[config.mk]
export PLATFORM = sky130hd
export DESIGN_NAME = u712_reg_cycle
export DESIGN_NICKNAME = d
export VERILOG_FILES = /design/src/rtl/u712_pkg.sv /design/src/rtl/u712_cclk_sync.sv /design/src/rtl/u712_reg_cycle.sv
export SDC_FILE = /design/constraint.sdc
export NUM_CORES = 1
export LEC_CHECK = 0
export BUFFER_PORTS_ARGS = -buffer_cell sky130_fd_sc_hd__buf_4
export CAP_MARGIN = 20
export CORE_MARGIN = 10
export CORE_UTILIZATION = 54
export CTS_BUF_LIST = sky130_fd_sc_hd__clkbuf_16
export DETAILED_ROUTE_END_ITERATION = 16
export GPL_TIMING_DRIVEN = 0
export PLACE_DENSITY = 0.8
export SETUP_SLACK_MARGIN = 0.05
export SKIP_CTS_REPAIR_TIMING = 1
export SYNTH_ARGS = -nofsm -noshare
export SYNTH_HDL_FRONTEND = slang
export SYNTH_SLANG_ARGS = --single-unit
[constraint.sdc]
create_clock -name CLK40m -period 2 [get_ports CLK40m]
set_clock_uncertainty 0.1 [all_clocks]
set_input_delay 0.3 -clock CLK40m [delete_from_list [all_inputs] [get_ports CLK40m]]
set_output_delay 0.3 -clock CLK40m [all_outputs]
set_load 0.03 [all_outputs]
[src/rtl/u712_pkg.sv]
// Shared types and constants for the U712 chip-bus register cycle sequencer.
//   state_e   : sequencer states
//   SIZ_*     : 68040 SIZ encodings
//   Q_*_DEF   : default quarter indices for strobe placement within a slot
package u712_pkg;

  typedef enum logic [1:0] {
    ST_IDLE = 2'd0,
    ST_ARM  = 2'd1,
    ST_SLOT = 2'd2,
    ST_ACK  = 2'd3
  } state_e;

  localparam logic [1:0] SIZ_LONG = 2'b00;
  localparam logic [1:0] SIZ_BYTE = 2'b01;
  localparam logic [1:0] SIZ_WORD = 2'b10;
  localparam logic [1:0] SIZ_LINE = 2'b11;

  localparam int SYNC_STAGES_DEF = 2;
  localparam int Q_START_DEF     = 1;
  localparam int Q_WSTRB_DEF     = 2;
  localparam int Q_STRB_END_DEF  = 6;
  localparam int Q_LAST_DEF      = 7;

  // Line transfers are run as two-word longs.
  function automatic logic is_long(input logic [1:0] siz);
    return (siz == SIZ_LONG) || (siz == SIZ_LINE);
  endfunction

  // Returns {upper_en, lower_en}. Even byte sits on D15:8 (nUDS).
  function automatic logic [1:0] lane_en(input logic [1:0] siz, input logic a0);
    if (siz == SIZ_BYTE) return a0 ? 2'b01 : 2'b10;
    return 2'b11;
  endfunction

endpackage

[src/rtl/u712_cclk_sync.sv]
// Synchronises the asynchronous Amiga phase clocks and the DMA request into the
// CLK40m domain and produces single-clock event pulses.
//   clk      : CLK40m
//   rst      : synchronous active-high reset (clears the event pulses only)
//   c1_in    : C1 phase clock, asynchronous
//   c3_in    : C3 phase clock, asynchronous
//   n_dbr_in : Agnus DMA request, active low, asynchronous
//   c1_rise  : one-clock pulse on synchronised C1 rising edge (slot boundary)
//   q_evt    : one-clock pulse on any synchronised C1 or C3 edge (quarter event)
//   n_dbr_s  : synchronised nDBR
module u712_cclk_sync #(
  parameter int SYNC_STAGES = 2
) (
  input  logic clk,
  input  logic rst,
  input  logic c1_in,
  input  logic c3_in,
  input  logic n_dbr_in,
  output logic c1_rise,
  output logic q_evt,
  output logic n_dbr_s
);

  localparam int MSB = SYNC_STAGES - 1;

  logic [MSB:0] c1_sync_q, c1_sync_d;
  logic [MSB:0] c3_sync_q, c3_sync_d;
  logic [MSB:0] dbr_sync_q, dbr_sync_d;
  logic         c1_prev_q, c1_prev_d;
  logic         c3_prev_q, c3_prev_d;
  logic         c1_rise_q, c1_rise_d;
  logic         q_evt_q, q_evt_d;

  always_comb begin
    c1_sync_d  = {c1_sync_q[MSB-1:0], c1_in};
    c3_sync_d  = {c3_sync_q[MSB-1:0], c3_in};
    dbr_sync_d = {dbr_sync_q[MSB-1:0], n_dbr_in};
    c1_prev_d  = c1_sync_q[MSB];
    c3_prev_d  = c3_sync_q[MSB];
    c1_rise_d  = c1_sync_q[MSB] & ~c1_prev_q;
    q_evt_d    = (c1_sync_q[MSB] ^ c1_prev_q) | (c3_sync_q[MSB] ^ c3_prev_q);
  end

  // Synchronisers and edge history keep running through reset so that no
  // false edge is reported when reset is released with C1/C3 high.
  always_ff @(posedge clk) begin
    c1_sync_q  <= c1_sync_d;
    c3_sync_q  <= c3_sync_d;
    dbr_sync_q <= dbr_sync_d;
    c1_prev_q  <= c1_prev_d;
    c3_prev_q  <= c3_prev_d;
  end

  always_ff @(posedge clk) begin
    if (rst) begin
      c1_rise_q <= 1'b0;
      q_evt_q   <= 1'b0;
    end else begin
      c1_rise_q <= c1_rise_d;
      q_evt_q   <= q_evt_d;
    end
  end

  assign c1_rise = c1_rise_q;
  assign q_evt   = q_evt_q;
  assign n_dbr_s = dbr_sync_q[MSB];

endmodule

[src/rtl/u712_reg_cycle.sv]
// Sequences 68040 register-space accesses onto the Amiga 16-bit chip bus,
// aligned to the C1/C3 quarter clocks and deferring to Agnus DMA.
//   CLK40m, RESET        : clock, synchronous active-high reset
//   C1, C3, nDBR         : asynchronous chip-bus timing and DMA inputs
//   nREGSPACE, RnW, SIZ, A : local-bus request (held until nTA)
//   nAS, nUDS, nLDS, nREGEN, REG_A1 : chip-bus side outputs (registered)
//   nTA, BUSY            : local-bus acknowledge and busy status (registered)
//
// state | meaning
// IDLE  | no access; waiting for nREGSPACE low
// ARM   | request latched; waiting for a C1 rise with the bus free of DMA
// SLOT  | one chip-bus word in progress, QCNT counts quarters from Q0
// ACK   | nTA low for this single clock, then back to IDLE
module u712_reg_cycle
  import u712_pkg::*;
#(
  parameter int SYNC_STAGES = SYNC_STAGES_DEF,
  parameter int Q_WSTRB     = Q_WSTRB_DEF,
  parameter int Q_STRB_END  = Q_STRB_END_DEF,
  parameter int Q_LAST      = Q_LAST_DEF
) (
  input  logic       CLK40m,
  input  logic       RESET,
  input  logic       C1,
  input  logic       C3,
  input  logic       nREGSPACE,
  input  logic       RnW,
  input  logic [1:0] SIZ,
  input  logic [1:0] A,
  input  logic       nDBR,
  output logic       nAS,
  output logic       nUDS,
  output logic       nLDS,
  output logic       nREGEN,
  output logic       REG_A1,
  output logic       nTA,
  output logic       BUSY
);

  localparam logic [2:0] Q_START_IDX = 3'(Q_START_DEF);
  localparam logic [2:0] Q_WSTRB_IDX = 3'(Q_WSTRB);
  localparam logic [2:0] Q_END_IDX   = 3'(Q_STRB_END);
  localparam logic [2:0] Q_LAST_IDX  = 3'(Q_LAST);

  logic c1_rise, q_evt, n_dbr_s;

  u712_cclk_sync #(.SYNC_STAGES(SYNC_STAGES)) u_sync (
    .clk      (CLK40m),
    .rst      (RESET),
    .c1_in    (C1),
    .c3_in    (C3),
    .n_dbr_in (nDBR),
    .c1_rise  (c1_rise),
    .q_evt    (q_evt),
    .n_dbr_s  (n_dbr_s)
  );

  state_e     state_q, state_d;
  logic [2:0] qcnt_q, qcnt_d;
  logic       rnw_q, rnw_d;
  logic [1:0] siz_q, siz_d;
  logic [1:0] a_q, a_d;
  logic       word_q, word_d;
  logic       abort_q, abort_d;
  logic       n_as_q, n_as_d;
  logic       n_uds_q, n_uds_d;
  logic       n_lds_q, n_lds_d;
  logic       n_regen_q, n_regen_d;
  logic       reg_a1_q, reg_a1_d;
  logic       n_ta_q, n_ta_d;
  logic       busy_q, busy_d;

  logic [2:0] q_next;
  logic [1:0] lanes;

  always_comb begin
    state_d   = state_q;
    qcnt_d    = qcnt_q;
    rnw_d     = rnw_q;
    siz_d     = siz_q;
    a_d       = a_q;
    word_d    = word_q;
    abort_d   = abort_q;
    n_as_d    = n_as_q;
    n_uds_d   = n_uds_q;
    n_lds_d   = n_lds_q;
    n_regen_d = n_regen_q;
    reg_a1_d  = reg_a1_q;
    n_ta_d    = 1'b1;
    busy_d    = busy_q;
    q_next    = qcnt_q + 3'd1;
    lanes     = lane_en(siz_q, a_q[0]);

    unique case (state_q)
      ST_IDLE: begin
        busy_d = 1'b0;
        if (!nREGSPACE) begin
          rnw_d   = RnW;
          siz_d   = SIZ;
          a_d     = A;
          word_d  = 1'b0;
          abort_d = 1'b0;
          busy_d  = 1'b1;
          state_d = ST_ARM;
        end
      end

      ST_ARM: begin
        if (nREGSPACE) begin
          busy_d  = 1'b0;
          state_d = ST_IDLE;
        end else if (c1_rise && n_dbr_s) begin
          qcnt_d   = 3'd0;
          reg_a1_d = is_long(siz_q) ? word_q : a_q[1];
          state_d  = ST_SLOT;
        end
      end

      ST_SLOT: begin
        // A withdrawn request still runs the slot to completion so the chip
        // bus never sees a truncated strobe; only the acknowledge is dropped.
        if (nREGSPACE) abort_d = 1'b1;
        if (q_evt) begin
          qcnt_d = q_next;
          if (q_next == Q_START_IDX) begin
            n_as_d    = 1'b0;
            n_regen_d = 1'b0;
            if (rnw_q) begin
              n_uds_d = ~lanes[1];
              n_lds_d = ~lanes[0];
            end
          end
          if (!rnw_q && (q_next == Q_WSTRB_IDX)) begin
            n_uds_d = ~lanes[1];
            n_lds_d = ~lanes[0];
          end
          if (q_next == Q_END_IDX) begin
            n_as_d  = 1'b1;
            n_uds_d = 1'b1;
            n_lds_d = 1'b1;
          end
          if (q_next == Q_LAST_IDX) begin
            n_regen_d = 1'b1;
            if (abort_d) begin
              busy_d  = 1'b0;
              state_d = ST_IDLE;
            end else if (is_long(siz_q) && !word_q) begin
              word_d  = 1'b1;
              state_d = ST_ARM;
            end else begin
              n_ta_d  = 1'b0;
              state_d = ST_ACK;
            end
          end
        end
      end

      ST_ACK: begin
        busy_d  = 1'b0;
        state_d = ST_IDLE;
      end

      default: state_d = ST_IDLE;
    endcase
  end

  always_ff @(posedge CLK40m) begin
    if (RESET) begin
      state_q   <= ST_IDLE;
      qcnt_q    <= 3'd0;
      rnw_q     <= 1'b1;
      siz_q     <= SIZ_WORD;
      a_q       <= 2'b00;
      word_q    <= 1'b0;
      abort_q   <= 1'b0;
      n_as_q    <= 1'b1;
      n_uds_q   <= 1'b1;
      n_lds_q   <= 1'b1;
      n_regen_q <= 1'b1;
      reg_a1_q  <= 1'b0;
      n_ta_q    <= 1'b1;
      busy_q    <= 1'b0;
    end else begin
      state_q   <= state_d;
      qcnt_q    <= qcnt_d;
      rnw_q     <= rnw_d;
      siz_q     <= siz_d;
      a_q       <= a_d;
      word_q    <= word_d;
      abort_q   <= abort_d;
      n_as_q    <= n_as_d;
      n_uds_q   <= n_uds_d;
      n_lds_q   <= n_lds_d;
      n_regen_q <= n_regen_d;
      reg_a1_q  <= reg_a1_d;
      n_ta_q    <= n_ta_d;
      busy_q    <= busy_d;
    end
  end

  assign nAS    = n_as_q;
  assign nUDS   = n_uds_q;
  assign nLDS   = n_lds_q;
  assign nREGEN = n_regen_q;
  assign REG_A1 = reg_a1_q;
  assign nTA    = n_ta_q;
  assign BUSY   = busy_q;

endmodule
# Word level (Yosys, flattened, before mapping)
# Index checks and enable logic that the tools add are counted.
# totals
in_bits	11
regBits	29
output_inout_bits	7
elab_cells	121
# op_classes
reduce_logical	25
n_eq_ne	19
addsub	1
n_mux	44
n_bitwise	11
# op_table
operator	n
1-bit 2-to-1 mux	26
2-bit 2-to-1 mux	10
2-bit inequality test (second input constant)	8
4-bit AND reduction	4
3-bit 2-to-1 mux	3
3-bit AND reduction	3
2-bit one-hot mux with 4 select lines	1
2-bit nonzero test	4
1-bit inverter	7
2-bit == test (second input constant)	3
3-bit == test (second input constant)	2
3-bit one-hot mux with 2 select lines	1
6-bit AND reduction	1
3-bit nonzero test	2
5-bit OR reduction	1
2-bit by 1-bit == test with 1-bit output (second input constant)	2
2-bit zero test	2
1-bit one-hot mux with 2 select lines	2
1-bit one-hot mux with 4 select lines	1
2-bit AND reduction	2
3-bit by 1-bit adder with 3-bit output (second input constant)	1
3-bit by 1-bit == test with 1-bit output (second input constant)	1
3-bit by 2-bit == test with 1-bit output (second input constant)	1
1-bit logical AND	3
7 further kinds	9

# Logic depth before layout (Yosys ltp)
# logic_depth
ltp_word	8
mapped_depth	5
depth_no_buf	5

# By module
# Synthesis repeated with hierarchy kept, for this count alone.
# hier_totals
cells_unflattened	129
hier_area_um2	1229.9
# modules_own_cells
mod	cells_each	n_inst	area_per_inst_um2	seq_area_each_um2
u712_reg_cycle	114	1	993.5	380.4
u712_cclk_sync	15	1	236.5	200.2

# Worst setup path after synthesis
# Ideal clock, no wire load.
# synth_path
path_kind	register -> register
startpoint	register qcnt_q[0]
endpoint	register n_ta_q (netlist: nTA)
required_ns	1.773
setup_slack_ns	0.456
n_path_buf	0
t_arrival_ns	1.317
setup_ns	0.127
synth_period_minus_slack_ns	1.544
stages_incl_launch_ff	5
path_cell_list	dfxtp_1 ha_1 xor2_2 nand3_2 or3_1
# synth_between
elab_chain_cells	4
# synth_lines
element	line_no	rtl
start: declaration	u712_reg_cycle.sv:59	logic [2:0] qcnt_q, qcnt_d;
start signal: assignment	u712_reg_cycle.sv:185	qcnt_q <= qcnt_d;
3-bit by 1-bit adder with 3-bit output	u712_reg_cycle.sv:91	q_next = qcnt_q + 3'd1;
3-bit == test	u712_reg_cycle.sv:142	if (q_next == Q_LAST_IDX) begin
1-bit inverter (no line)	-	
5-bit OR reduction (no line)	-	
end signal: assignment	u712_reg_cycle.sv:196	n_ta_q <= n_ta_d;
end: declaration	u712_reg_cycle.sv:70	logic n_ta_q, n_ta_d;
# Every way passes these cells.
# A chain may end at the register's enable or synchronous reset.

# Worst setup path in the final report
# layout_path
startpoint	register qcnt_q[0]
endpoint	register busy_q (netlist: BUSY)
# layout_between
elab_chain_cells	4
# layout_lines
element	line_no	rtl
3-bit by 1-bit adder with 3-bit output	u712_reg_cycle.sv:91	
3-bit == test	u712_reg_cycle.sv:142	
2-bit inequality test (no line)	-	
4-bit AND reduction (no line)	-	
end signal: assignment	u712_reg_cycle.sv:197	busy_q <= busy_d;
end: declaration	u712_reg_cycle.sv:71	logic busy_q, busy_d;
# Every way passes these cells.

==> impl_metrics.py <==
metrics = {
    "status": {
        "status": "completed",
    },
    "timing": {
        "slew-limit-headroom": 0.623,
        "fmax_mhz": 582,
        "timing_hold_violations_final": 0,
        "final-setup-viol-count": 0,
        "worst_slew_pin_slew_ns": 0.562,
        "hold-worst-slack_ns": 0.0230,
        "setup_repair_after_global_routing_missed_its_margin": "false",
        "final-max-slew-violation-count": 0,
        "setup-tns-final_ns": 0,
        "layout_min_cycle_time_ns": 1.72,
        "final_ws_setup_ns": 0.283,
        "timing.final.crit_share": 0.858,
    },
    "floorplan": {
        "design.die.area_mm2": 0.00451,
        "core_region_area_mm2": 0.00217,
        "dieWidth_um": 67.2,
        "ios": 18,
        "fp-row-count": 17,
        "starting_density_of_the_core": 0.554,
        "die_h_um": 67.2,
    },
    "pwr": {
        "leakage_nw": 0.627,
        "power_density_mw_per_mm2": 1040,
        "totalPowerFinal_mw": 1.59,
        "peakVddDrop_uv": 864,
    },
    "logic_synthesis": {
        "total_of_flip_flops_plus_latches_after_synthesis": 29,
        "ys_seq_area_frac": 0.483,
        "syn_nets": 143,
        "netlist.area_leader.share": 0.483,
        "post_synth.cell_area_avg_um2": 9.54,
        "count_of_flip_flops_with_a_built_in_enable_after_synthesis": 0,
        "yosys_warning_count": 0,
        "netlist_instances": 126,
        "synth_area_mm2": 0.00120,
        "synthArstFlopShare": 0,
        "synth_top_cell_by_area": "sky130_fd_sc_hd__dfxtp_1",
        "synth_cell_type_count": 34,
        "post_synth_main_area_contributors": "sky130_fd_sc_hd__dfxtp_1 48%, sky130_fd_sc_hd__ha_1 6.2%, sky130_fd_sc_hd__a21oi_1 4.6%",
        "synth-main-ff-cell": "sky130_fd_sc_hd__dfxtp_1",
    },
    "clocking": {
        "h-tree-depth": 2,
        "clock_tree_from_tritoncts": "done",
        "cts_buffer_count": 5,
        "clk_path_buf_depth": 2,
        "clock_insertion_delay_worst_skew_ns": 0.28,
        "clkTransAtPathRegs_ns": 0.05,
        "cts_root_buffer": "sky130_fd_sc_hd__clkbuf_16",
        "clkSinkCount": 29,
    },
    "route": {
        "routed-via-count": 979,
        "detail_route.wirelength_mm": 2.61,
        "drtAntennaViolNets": 0,
        "total_drc_errors_in_the_routed_layout": 0,
        "drtPass1Iterations": 4,
        "routedWlPerCell_um": 14.6,
        "drt_initial_violations": 27,
        "route.detailed.vias_per_inst": 5.47,
    },
    "grt": {
        "grt_util_all_layers": 0.126,
        "first_pass_grt_wire_length_mm": 4.29,
        "largest_net_degree_at_the_start_of_global_routing": 11,
        "number_of_antenna_violations_at_the_first_check_in_global_routing": 0,
        "grt_pass1_vias": 960,
        "grt_overflow": 0,
    },
    "worst_setup_path": {
        "criticalPathCategory": "reg -> reg",
        "slowest_delay_ns": 0.43,
        "cp_cell_sequence": "ha_1, xor2_2, a41oi_1, o21ai_0, a21oi_1",
        "critPathBufInv": 0,
        "nature_of_the_critical_path_endpoint": "flip-flop",
        "crit_family": "compound AO/OA/AOI/OAI gates",
        "required_ns": 2.04,
        "crit_fanout": 9,
        "cp-start-kind": "flip-flop",
        "slowest_cell_on_crit_path": "sky130_fd_sc_hd__xor2_2",
        "critical_path_arrival_ns": 1.76,
    },
    "layout": {
        "area.growth.synth_to_final_pct": 27.1,
        "diodes": 0,
        "layout.cells.most_common": "sky130_fd_sc_hd__dfxtp_1",
        "finalNetCount": 167,
        "drive_gt1_frac": 0.212,
        "layout_common_cells": "29 x sky130_fd_sc_hd__dfxtp_1, 17 x sky130_fd_sc_hd__buf_4, 13 x sky130_fd_sc_hd__nand2_1",
    },
    "placement": {
        "buffer_ports.inserted": 17,
        "dp_slack_ns": 0.278,
        "post-dp-hpwl_mm": 1.83,
        "globalplace.congestion": 0.751,
    },
    "hold_path": {
        "hold_class": "in -> reg",
    },
    "run": {
        "drv.max_cap_violation_count": 0,
    },
}
[metrics by stage]
stage / utilization / cells / instance area (um^2)
2_1_floorplan: - / 126 / 1200
3_3_place_gp: 0.629 / 171 / 1370
3_5_place_dp: 0.629 / 171 / 1370
4_1_cts: 0.704 / 179 / 1530
5_1_grt: 0.704 / 179 / 1530
6_report: 0.704 / 179 / 1530
[worst reg2reg max path: stages (launching register included)]
cell	delay, ns
sky130_fd_sc_hd__dfxtp_1	0.36
sky130_fd_sc_hd__ha_1	0.24
sky130_fd_sc_hd__xor2_2	0.43
sky130_fd_sc_hd__a41oi_1	0.19
sky130_fd_sc_hd__o21ai_0	0.19
sky130_fd_sc_hd__a21oi_1	0.08
[state kept, by name (all words and copies together), names as in the netlist, 2 cells and up]
name	cells
u_sync.dbr_sync_q	2
a_q	2
u_sync.c1_sync_q	2
state_q	2
siz_q	2
qcnt_q	3
u_sync.c3_sync_q	2
[area by class of cell]
| type | count | area [um^2] |
|---|---|---|
| clock buffer | 5 | 125 |
| sequential | 29 | 581 |
| buffer | 6 | 25.0 |
| tap | 28 | 35.0 |
| inverter | 7 | 26.3 |
| multi-input combinational | 84 | 571 |
| timing repair buffer | 17 | 128 |
| fill | 175 | 642 |
| clock inverter | 3 | 37.5 |
[worst paths after layout]
| path | from | to | slack [ns] | cells past startpoint |
|---|---|---|---|---|
| min reg2reg | u_sync.c3_sync_q[0] | u_sync.c3_sync_q[1] | 0.22 | 0 |
| min | nDBR | u_sync.dbr_sync_q[0] | 0.02 | 1 |
| max reg2reg | qcnt_q[0] | BUSY | 0.28 | 5 |
| max | qcnt_q[0] | BUSY | 0.28 | 5 |
[power breakdown]
group	internal [mW]	leakage [nW]	switching, mW
Combinational	0.0586	0.305	0.0771
Sequential	0.610	0.239	0.0188
Clock	0.576	0.0826	0.247
Total	1.24	0.627	0.343
[Yosys cell counts (2+ instances only)]
cell type,count
sky130_fd_sc_hd__a211oi_1,3
sky130_fd_sc_hd__nor2_1,7
sky130_fd_sc_hd__nand2b_1,4
sky130_fd_sc_hd__ha_1,6
sky130_fd_sc_hd__mux2i_1,4
sky130_fd_sc_hd__clkbuf_1,4
sky130_fd_sc_hd__a221oi_1,2
sky130_fd_sc_hd__o21ai_0,4
sky130_fd_sc_hd__nand3_1,2
sky130_fd_sc_hd__nand3b_1,2
sky130_fd_sc_hd__xnor2_1,2
sky130_fd_sc_hd__dfxtp_1,29
sky130_fd_sc_hd__o211ai_1,4
sky130_fd_sc_hd__nand2_1,13
sky130_fd_sc_hd__or3_1,4
sky130_fd_sc_hd__nor3_2,2
sky130_fd_sc_hd__inv_1,7
sky130_fd_sc_hd__a21oi_1,11
[logic make-up (layout without fill, tap and decap cells)]
logic type | Yosys count | in the layout | share of synthesized area
compound gates | 31 | 31 | 0.172
xor+xnor | 3 | 3 | 0.0281
fa+ha+maj | 6 | 6 | 0.0624
buf+inv | 13 | 38 | 0.0427
flops | 29 | 29 | 0.483
mux | 4 | 4 | 0.0333
simple gates | 40 | 40 | 0.179
[metal layers]
layer / vias to the layer above / track usage / share of wire
met5: - / 0 / 0
met3: 10 / 0.0678 / 0.087
met4: 0 / 0.0769 / 0.026
met1: 453 / 0.126 / 0.40
met2: 26 / 0.203 / 0.48
li1: 490 / - / -
Note: power is estimated with default switching activity, not from simulation.
